--- config.mk ---
export PLATFORM = sky130hd
export DESIGN_NAME = shift_right_circular_seq_flat
export DESIGN_NICKNAME = d
export VERILOG_FILES = /design/src/rtl/shift_right_circular_seq_if.sv /design/src/rtl/shift_right_circular_seq.sv /design/src/flat_wrapper.sv
export SDC_FILE = /design/constraint.sdc
export NUM_CORES = 1
export LEC_CHECK = 0
export ABC_CLOCK_PERIOD_IN_PS = 4800
export BUFFER_PORTS_ARGS = -buffer_cell sky130_fd_sc_hd__buf_2
export CORE_UTILIZATION = 40
export CTS_BUF_LIST = sky130_fd_sc_hd__clkbuf_4
export CTS_CLUSTER_SIZE = 14
export DETAILED_ROUTE_END_ITERATION = 10
export SLEW_MARGIN = 15
export SYNTH_ARGS = -nofsm -noshare
export SYNTH_HDL_FRONTEND = slang
export SYNTH_SLANG_ARGS = --single-unit
--- constraint.sdc ---
create_clock -name clk_i -period 4.8 [get_ports clk_i]
set_clock_uncertainty 0.05 [all_clocks]
set_input_delay 0.48 -clock clk_i [delete_from_list [all_inputs] [get_ports clk_i]]
set_output_delay 0.48 -clock clk_i [all_outputs]
set_load 0.01 [all_outputs]
--- src/rtl/shift_right_circular_seq_if.sv ---
// Handshake/data bundle for the multi-step rotate-right unit.
interface shift_right_circular_seq_if #(
    parameter int unsigned WIDTH = 8,
    parameter int unsigned CNT_W = 3
);
    logic             start;
    logic [WIDTH-1:0] b;
    logic [CNT_W-1:0] count;
    logic [WIDTH-1:0] shr;
    logic             busy;
    logic             done;

    modport master (
        output start, b, count,
        input  shr, busy, done
    );

    modport slave (
        input  start, b, count,
        output shr, busy, done
    );
endinterface

--- src/rtl/shift_right_circular_seq.sv ---
// Rotate-right unit: one bit position per step, each step preceded by a
// programmable settle wait; start/busy/done handshake with a held result.
module shift_right_circular_seq #(
    parameter int unsigned WIDTH         = 8,
    parameter int unsigned CNT_W         = 3,
    parameter int unsigned SETTLE_CYCLES = 2
) (
    input logic                               clk_i,
    input logic                               reset_i,
    shift_right_circular_seq_if.slave         bus
);
    localparam int unsigned SetW = (SETTLE_CYCLES > 1) ? $clog2(SETTLE_CYCLES) : 1;
    localparam logic [SetW-1:0] SettleLast =
        SetW'((SETTLE_CYCLES == 0) ? 0 : SETTLE_CYCLES - 1);

    typedef enum logic [1:0] {StIdle, StSettle, StStep, StDone} state_e;

    state_e           state_q;
    state_e           start_st;
    state_e           after_step_st;
    logic [WIDTH-1:0] work_q;
    logic [CNT_W-1:0] remain_q;
    logic [SetW-1:0]  settle_q;
    logic [WIDTH-1:0] shr_q;
    logic             busy_q;
    logic             done_q;

    // A zero settle delay skips the SETTLE state entirely.
    always_comb begin
        start_st      = StSettle;
        after_step_st = StSettle;
        if (SETTLE_CYCLES == 0) begin
            start_st      = StStep;
            after_step_st = StStep;
        end
        if (bus.count == '0) begin
            start_st = StDone;
        end
    end

    always_ff @(posedge clk_i) begin
        if (reset_i) begin
            state_q  <= StIdle;
            work_q   <= '0;
            remain_q <= '0;
            settle_q <= '0;
            shr_q    <= '0;
            busy_q   <= 1'b0;
            done_q   <= 1'b0;
        end else begin
            done_q <= 1'b0;
            unique case (state_q)
                StIdle: begin
                    if (bus.start) begin
                        work_q   <= bus.b;
                        remain_q <= bus.count;
                        settle_q <= '0;
                        busy_q   <= 1'b1;
                        state_q  <= start_st;
                    end
                end
                StSettle: begin
                    busy_q <= 1'b1;
                    if (settle_q == SettleLast) begin
                        state_q <= StStep;
                    end else begin
                        settle_q <= settle_q + 1'b1;
                    end
                end
                StStep: begin
                    busy_q   <= 1'b1;
                    work_q   <= {work_q[0], work_q[WIDTH-1:1]};
                    remain_q <= remain_q - 1'b1;
                    settle_q <= '0;
                    if (remain_q == CNT_W'(1)) begin
                        state_q <= StDone;
                    end else begin
                        state_q <= after_step_st;
                    end
                end
                StDone: begin
                    // Completion edge; a start seen here begins the next op,
                    // busy rises one cycle later so it never overlaps done.
                    shr_q  <= work_q;
                    done_q <= 1'b1;
                    busy_q <= 1'b0;
                    if (bus.start) begin
                        work_q   <= bus.b;
                        remain_q <= bus.count;
                        settle_q <= '0;
                        state_q  <= start_st;
                    end else begin
                        state_q <= StIdle;
                    end
                end
                default: state_q <= StIdle;
            endcase
        end
    end

    assign bus.shr  = shr_q;
    assign bus.busy = busy_q;
    assign bus.done = done_q;
endmodule

--- src/flat_wrapper.sv ---
// flat-port wrapper written by rule: the top's interface ports become plain ports
module shift_right_circular_seq_flat 
#(
    parameter int unsigned WIDTH         = 8,
    parameter int unsigned CNT_W         = 3,
    parameter int unsigned SETTLE_CYCLES = 2
)
  (clk_i, reset_i, bus_start, bus_b, bus_count, bus_shr, bus_busy, bus_done);
  shift_right_circular_seq_if #(.WIDTH(WIDTH), .CNT_W(CNT_W)) bus_i ();
  input logic clk_i;
  input logic reset_i;
  input wire logic [$bits(bus_i.start)-1:0] bus_start;
  input wire logic [$bits(bus_i.b)-1:0] bus_b;
  input wire logic [$bits(bus_i.count)-1:0] bus_count;
  output wire logic [$bits(bus_i.shr)-1:0] bus_shr;
  output wire logic [$bits(bus_i.busy)-1:0] bus_busy;
  output wire logic [$bits(bus_i.done)-1:0] bus_done;
  assign bus_i.start = bus_start;
  assign bus_i.b = bus_b;
  assign bus_i.count = bus_count;
  assign bus_shr = bus_i.shr;
  assign bus_busy = bus_i.busy;
  assign bus_done = bus_i.done;
  shift_right_circular_seq #(.WIDTH(WIDTH), .CNT_W(CNT_W), .SETTLE_CYCLES(SETTLE_CYCLES)) u_core (.clk_i(clk_i), .reset_i(reset_i), .bus(bus_i));
endmodule
# == After elaboration in Yosys (flattened, before gate mapping) ==
# Index checks and enable logic that the tools add are counted.
# totals
output_inout_bits,10
regBits,24
word_cells,39
# classes
n_mux,16
n_eq_ne,7
n_reduce_logical,7
add_sub_neg,2
# ops
operator,n
8-bit case mux with 2 select lines,1
2-bit two-way mux,5
8-bit two-way mux,1
2-bit case mux with 4 select lines,1
1-bit case mux with 3 select lines,2
3-bit case mux with 2 select lines,1
"2-bit == test, second input constant",2
1-bit two-way mux,4
"2-bit by 1-bit != test with 1-bit output, second input constant",2
2-bit AND reduction,2
2-bit OR reduction,2
"3-bit by 1-bit == test with 1-bit output, second input constant",1
3-bit logical NOT,1
3-bit two-way mux,1
"3-bit by 1-bit subtractor with 3-bit output, second input constant",1
"2-bit by 1-bit == test with 1-bit output, second input constant",1
2-bit logical NOT,1
"2-bit != test, second input constant",1
2-bit nonzero test,1
"1-bit adder, second input constant",1

# == Depth between registers and ports, before layout ==
# Gate-level depths: netlist of the first run.
# depth
ltp_word,4
mapped_depth,7

# == Worst setup path after synthesis of the first run ==
# No wires, ideal clock.
# synth_timing
path_type,register -> register
startpoint,register u_core.state_q[0]
endpoint,register u_core.remain_q[2]
n_path_buf,2
period_less_slack_ns,1.716
setup_slack_ns,3.084
stages_incl_launch_ff,8
arrival_ns,1.532
path_cell_list,dfxtp_1 -> inv_1 -> ha_1 -> buf_6 -> mux2_4 -> buf_8 -> o21ai_0 -> a21oi_1
# synth_between
elab_chain_cells,4
elab_cells_between_ends,8
cone_classes,eq/ne (3); mux (1); reduce/logical (4)
# synth_lines
item,line_no,rtl
start: declaration,shift_right_circular_seq.sv:18,state_e state_q;
start signal: assignment,shift_right_circular_seq.sv:43,state_q <= StIdle;
start signal: assignment,shift_right_circular_seq.sv:59,state_q <= start_st;
start signal: assignment,shift_right_circular_seq.sv:65,state_q <= StStep;
2-bit == test / 2-bit logical NOT (equally long branches),shift_right_circular_seq.sv:52,unique case (state_q)
2-bit OR reduction (no line),n/a,
2-bit by 1-bit != test with 1-bit output (no line) / 2-bit nonzero test (equally long branches),n/a,
2-bit AND reduction (no line),n/a,
end signal: assignment,shift_right_circular_seq.sv:56,remain_q <= bus.count;
end signal: assignment,shift_right_circular_seq.sv:73,remain_q <= remain_q - 1'b1;
end signal: assignment,shift_right_circular_seq.sv:89,remain_q <= bus.count;
end: declaration,shift_right_circular_seq.sv:22,logic [CNT_W-1:0] remain_q;
# Parallel ways exist; a longest one is shown, timed or not.
# A chain may end at the register's enable or synchronous reset.

# == Worst setup path after layout of the first run ==
# layout_timing
startpoint,register u_core.state_q[0]
endpoint,register u_core.work_q[3]
# layout_between
elab_chain_cells,4
elab_cells_between_ends,8
cone_classes,eq/ne (3); mux (1); reduce/logical (4)
# layout_lines
item,line_no,rtl
2-bit == test / 2-bit logical NOT (equally long branches),shift_right_circular_seq.sv:52,
2-bit OR reduction (no line),n/a,
2-bit by 1-bit != test with 1-bit output (no line) / 2-bit nonzero test (equally long branches),n/a,
2-bit AND reduction (no line),n/a,
end signal: assignment,shift_right_circular_seq.sv:55,work_q <= bus.b;
end signal: assignment,shift_right_circular_seq.sv:72,"work_q <= {work_q[0], work_q[WIDTH-1:1]};"
end signal: assignment,shift_right_circular_seq.sv:88,work_q <= bus.b;
end: declaration,shift_right_circular_seq.sv:21,logic [WIDTH-1:0] work_q;
# Parallel ways exist; a longest one is shown, timed or not.

==> flow_metrics.py, run 1 <==
metrics = {
    "drt": {
        "drt-initial-drc-count": 24,
        "top_layer_used": "met4",
        "drt_wl_total_um": 2280,
        "antenna_left": 0,
        "dr.pass1.iters": 7,
        "drt_drc_violations_left": 2,
        "wire_per_inst_um": 13.3,
        "drt-met1-wl_um": 1060,
        "vias_per_cell": 5.23,
        "wl_met3_um": 99,
        "route.met2.wl_um": 1040,
        "vias": 894,
    },
    "synthesis": {
        "synth_edf_count": 0,
        "ys_seq_elements": 24,
        "synthTopCellsByCount": "dfxtp_1 (24), nor2_1 (18), mux2i_1 (17)",
        "ys.flop_type": "dfxtp_1",
        "yosysMostFrequentCell": "dfxtp_1",
        "synthTopCellsByArea": "dfxtp_1 (40%), mux2i_1 (14%), a211oi_2 (8.3%)",
        "syn-num-nets": 141,
        "synthArstFlopShare_pct": 0,
        "netlist.top_cell.by_area": "dfxtp_1",
        "ys_seq_area_share_pct": 40.0,
        "synth_area_sq_um": 1200,
        "synthCells": 119,
        "synth.avg_cell_area_sq_um": 10.1,
        "synth_cell_types": 28,
        "ys_warn_count": 0,
        "synth_top_area_share_pct": 40.0,
    },
    "placed_design": {
        "place_congestion": 0.857,
        "port_buffers": 23,
        "dpl-instance-area_sq_um": 1310,
        "hpwl_um": 1590,
    },
    "status": {
        "status": "finished, violations left",
        "violations": "design-rule violations",
    },
    "clock_network": {
        "ctsRootBufferMaster": "clkbuf_4",
        "cts_sinks": 24,
        "clockBufferDepth": 2,
        "cts_buffers": 3,
        "cts_max_level": 1,
        "clkLatencyLatePin_ns": 0.32,
        "cts.reportedPaths.clkPinSlew_ns": 0.13,
        "post_cts_resized": 0,
        "cts_tree": "done",
        "hold_buffers": 0,
        "post_cts_buffers": 0,
    },
    "worst_setup_path": {
        "crit_buf_inv": 1,
        "slowest_delay_ns": 0.80,
        "path_cells": "inv_1 > ha_1 > mux2_4 > nor2_1 > a211oi_2",
        "required_ns": 4.94,
        "crit_slowest_cell": "ha_1",
        "crit_type": "reg2reg",
        "crit_arrival_ns": 2.38,
        "critPathCaptureType": "flip-flop",
        "worst-path-max-fanout": 19,
        "cp-start-kind": "flip-flop",
        "critical-path-top-delay-family": "adder cells",
    },
    "die": {
        "die-height_um": 56.8,
        "start_util_pct": 42.9,
        "pin_count": 24,
        "dieArea_sq_um": 3230,
        "core_sq_um": 2810,
        "row_count": 19,
        "die-width_um": 56.8,
    },
    "grt": {
        "grt_remaining_overflow": 0,
        "grt_pass1_vias": 834,
        "antenna_found_initial": 0,
        "grt_usage_pct": 14.3,
        "grt_pass1_wl_um": 3510,
        "grt_max_degree": 25,
    },
    "timing": {
        "timing.final.crit_share_pct": 46.7,
        "slew_headroom_pct": 50.1,
        "tightest_slew_ns": 0.748,
        "slew_viol_final": 0,
        "hold_viol": 0,
        "finalSetupViolations": 0,
        "fin_setup_tns_ns": 0,
        "fin_crit_ns": 2.24,
        "rsz0062_at_grt": "false",
        "clock.fmax_mhz": 446,
    },
    "power": {
        "comb_power_share_pct": 50.9,
        "p_int_w": 0.000474,
        "leakage_nw": 0.558,
        "pwr-share-clk_pct": 11.1,
        "seq_power_share_pct": 37.9,
        "switching_power_w": 0.000335,
        "pwr_density_cell_nw_per_um2": 604,
        "peakVddDrop_v": 0.000282,
        "swShare_pct": 41.4,
    },
    "finish": {
        "drive_above_1_share_pct": 26.4,
        "syn2layout_area_growth_pct": 11.3,
        "stdcell_area_sq_um": 1340,
        "nets": 163,
        "antenna_cells": 0,
    },
    "min_path": {
        "min-delay-path-class": "in2reg",
    },
    "run": {
        "drv_cap": 0,
    },
}
per-stage QoR:
step                setup WS [ns]  total power, W  utilization, %  hold WS, ns  std cells
floorplan                    3.08        0.000673               -        0.390        119
global placement             2.64        0.000711            46.8        0.400        167
detailed placement           2.58        0.000723            46.8        0.403        167
CTS                          2.54        0.000818            47.7        0.386        171
global route                 2.41        0.000870            47.7        0.380        171
finish                       2.56        0.000809            47.7        0.406        171
cells in the final DEF (no fill, tap or decap), types with 2 or more instances in the layout:
| cell | count |
|---|---|
| nor2b_1 | 5 |
| a211oi_1 | 3 |
| clkbuf_4 | 3 |
| dfxtp_1 | 24 |
| o21ai_0 | 3 |
| and3b_1 | 2 |
| nor2_1 | 18 |
| ha_1 | 8 |
| nand2b_1 | 2 |
| mux2i_1 | 17 |
| a21oi_1 | 4 |
| inv_1 | 4 |
| nand2_1 | 4 |
| buf_2 | 23 |
| a211oi_2 | 8 |
flip-flops by register name (all words and copies together) (netlist names):
register         cells
u_core.state_q       2
u_core.bus.shr       8
u_core.bus.busy      1
u_core.settle_q      1
u_core.remain_q      3
u_core.work_q        8
u_core.bus.done      1
power groups by stage:
stage	logic, W	registers (W)	clock network, W
floorplan	0.000375	0.000299	0
global placement	0.000404	0.000307	0
detailed placement	0.000413	0.000310	0
CTS	0.000416	0.000305	0.0000965
global route	0.000455	0.000313	0.000102
finish	0.000412	0.000306	0.0000901
worst reg2reg max path, cell delays in order, from the launching register on:
cell and delay (ns):
dfxtp_1 0.46, inv_1 0.13, ha_1 0.80, mux2_4 0.47, nor2_1 0.15, a211oi_2 0.06
cell type report:
class,count,area [sq um]
Clock inverter,1,3.75
Timing Repair Buffer,23,115
Tap cell,31,38.8
Clock buffer,3,22.5
Sequential cell,24,480
Multi-Input combinational cell,85,663
Fill cell,292,1470
Inverter,4,15.0
cell families after synthesis:
family	Yosys count	synth area share (%)
compound gates	25	18.0
fa+ha+maj	8	8.32
buf+inv	10	4.89
flops	24	40.0
mux	18	15.4
simple gates	34	13.4
path summary, 6_finish.rpt:
check | to | slack (ns) | cells past startpoint | startpoint
min | u_core.remain_q[0] | 0.41 | 3 | bus_count[0]
max | u_core.work_q[3] | 2.56 | 5 | u_core.state_q[0]
max reg2reg | u_core.work_q[3] | 2.56 | 5 | u_core.state_q[0]
min reg2reg | u_core.remain_q[1] | 0.42 | 2 | u_core.remain_q[1]
metal layers:
layer / global-route usage (%) / up-vias
li1: - / 460
met1: 16.1 / 400
met2: 23.3 / 23
met3: 5.07 / 11
met4: 8.01 / 0
met5: 0 / -
(Power assumes the default switching activity.)
==> inputs of run 2 (changes only) <==
Settings changed: ABC_AREA from default to 1, ABC_CLOCK_PERIOD_IN_PS 4800 to 2050.
Clock period 4.8 ns to 2.05 ns, I/O delays scaled along.
==> run 2 against run 1 <==
  * The flow still finishes with violations (design-rule violations)
  * Clock-buffer cell count is the same
  * Design area grew 3.6%
  * Cell count up 32%
  * Largest power group unchanged
  * Global-route usage up 2.4 points
  * Combinational power increased to 2.9 times the previous value
==> flow_metrics.py, run 2 <==
metrics = {
    "synthesis": {
        "netlist.top_cell.by_area": "dfxtp_1",
        "synth_cell_types": 19,
        "ys.flop_type": "dfxtp_1",
        "ys_seq_area_share_pct": 39.5,
        "ys_warn_count": 0,
        "synth_top_area_share_pct": 39.5,
        "syn-num-nets": 193,
        "synthCells": 171,
        "synth_edf_count": 0,
        "synthArstFlopShare_pct": 0,
        "ys_seq_elements": 24,
        "yosysMostFrequentCell": "nand2_1",
        "synth_area_sq_um": 1220,
        "synthTopCellsByCount": "nand2_1 (39), nor2_1 (36), dfxtp_1 (24)",
        "synthTopCellsByArea": "dfxtp_1 (39%), nand2_1 (12%), nor2_1 (11%)",
        "synth.avg_cell_area_sq_um": 7.12,
    },
    "clock_network": {
        "cts_buffers": 3,
        "clkLatencyLatePin_ns": 0.32,
        "post_cts_buffers": 0,
        "cts_tree": "done",
        "cts_sinks": 24,
        "cts.reportedPaths.clkPinSlew_ns": 0.14,
        "clockBufferDepth": 2,
        "hold_buffers": 0,
        "ctsRootBufferMaster": "clkbuf_4",
        "post_cts_resized": 0,
        "cts_max_level": 1,
    },
    "drt": {
        "drt_drc_violations_left": 3,
        "dr.pass1.iters": 10,
        "wire_per_inst_um": 11.0,
        "drt_wl_total_um": 2470,
        "vias_per_cell": 4.78,
        "vias": 1075,
        "antenna_left": 0,
        "drt-initial-drc-count": 35,
    },
    "placed_design": {
        "port_buffers": 23,
        "dpl-instance-area_sq_um": 1340,
        "pre_cts_ws_ns": 0.290,
        "dpl.cell_count": 221,
        "place_congestion": 0.777,
        "hpwl_um": 1890,
    },
    "status": {
        "status": "finished, violations left",
        "violations": "design-rule violations",
    },
    "timing": {
        "hold_viol": 0,
        "rsz0062_at_grt": "false",
        "slew_headroom_pct": 82.3,
        "setup_slack_ns": 0.273,
        "fin_crit_ns": 1.78,
        "whs_ns": 0.0964,
        "tightest_slew_ns": 0.265,
        "clock.fmax_mhz": 563,
        "slew_viol_final": 0,
        "timing.final.crit_share_pct": 86.7,
        "fin_setup_tns_ns": 0,
        "finalSetupViolations": 0,
    },
    "power": {
        "peakVddDrop_v": 0.000657,
        "leakage_nw": 0.733,
        "pwr_density_cell_nw_per_um2": 1620,
    },
    "die": {
        "dieArea_sq_um": 3270,
        "die-height_um": 57.2,
        "pin_count": 24,
        "die-width_um": 57.2,
        "core_sq_um": 2830,
        "start_util_pct": 43.0,
        "row_count": 19,
    },
    "worst_setup_path": {
        "worst-path-max-fanout": 15,
        "r2r_setup_slack_ns": 0.27,
        "crit_type": "reg2reg",
        "r2r_cells": 8,
        "critPathCaptureType": "flip-flop",
        "crit_arrival_ns": 1.96,
        "cp-start-kind": "flip-flop",
        "required_ns": 2.23,
        "r2r_start": "u_core.state_q[0]",
        "r2r-end": "u_core.work_q[5]",
    },
    "finish": {
        "mostFrequentLayoutCells": "nand2_1 (39), nor2_1 (36), dfxtp_1 (24)",
        "layout.cells.non_filler": 225,
        "final_common_cell": "nand2_1",
        "syn2layout_area_growth_pct": 14.0,
        "antenna_cells": 0,
        "drive_above_1_share_pct": 21.6,
        "nFillCells": 292,
        "nets": 217,
        "stdcell_area_sq_um": 1390,
    },
    "min_path": {
        "holdPathStages": 2,
        "min-delay-start": "reset_i",
        "worstHoldEndpoint": "u_core.remain_q[1]",
        "min-delay-path-class": "in2reg",
    },
    "grt": {
        "grt_pass1_wl_um": 4260,
        "grt_remaining_overflow": 0,
        "grt_usage_pct": 16.7,
        "grt_max_degree": 19,
        "grt_pass1_vias": 962,
        "antenna_found_initial": 0,
    },
    "run": {
        "drv_cap": 0,
    },
}
[run 2: metal layers]
| metal | up-vias | GRT usage, % | wire (um) |
|---|---|---|---|
| li1 | 580 | - | - |
| met1 | 468 | 22.7 | 1320 |
| met2 | 23 | 26.2 | 1010 |
| met3 | 4 | 3.40 | 105 |
| met4 | 0 | 6.27 | 25 |
| met5 | - | 0 | 0 |
[run 2: critical path: stages (launching register included)]
cell and delay (ns):
dfxtp_1 0.43, inv_1 0.12, ha_1 0.33, inv_2 0.22, nand2_4 0.09, nand2_4 0.14
inv_2 0.13, nor2_1 0.12, nor2_1 0.06
[run 2: where the power goes]
part           internal [W]  switching, W
Clock              0.000198      0.000152
Sequential         0.000610     0.0000916
Combinational      0.000411      0.000791
[run 2: through the flow]
stage                     power [W]  utilization (%)
after floorplan             0.00178                -
after global placement      0.00188             47.2
after detailed placement    0.00192             47.2
after CTS                   0.00227             49.0
after global routing        0.00249             49.0
final                       0.00225             49.0
[run 2: kinds of logic after synthesis]
logic type      count (synthesis)  synth area share [%]
flops                          24                  39.5
simple gates                   88                  30.5
buf+inv                        23                  9.46
fa+ha+maj                       8                  8.22
compound gates                 28                  12.3
[run 2: how the worst max path moves through the flow]
| stage | from | endpoint | slack [ns] | depth (start not counted) |
|---|---|---|---|---|
| final | u_core.state_q[0] | u_core.work_q[5] | 0.27 | 8 |
| after CTS | u_core.state_q[0] | u_core.work_q[5] | 0.27 | 8 |
| after global placement | u_core.state_q[0] | u_core.work_q[6] | 0.37 | 8 |
| after global routing | u_core.state_q[0] | u_core.work_q[1] | 0.12 | 8 |
| after floorplan | u_core.state_q[0] | u_core.work_q[0] | 0.53 | 8 |
| after detailed placement | u_core.state_q[0] | u_core.work_q[5] | 0.29 | 8 |
[run 2: layout make-up]
cell class / count / area, sq um / area share, %
Multi-Input combinational cell: 124 / 622 / 44.8
Sequential cell: 24 / 480 / 34.6
Timing Repair Buffer: 25 / 130 / 9.38
Inverter: 17 / 63.8 / 4.60
Tap cell: 31 / 38.8 / 2.80
Clock inverter: 1 / 30.0 / 2.16
Clock buffer: 3 / 22.5 / 1.62
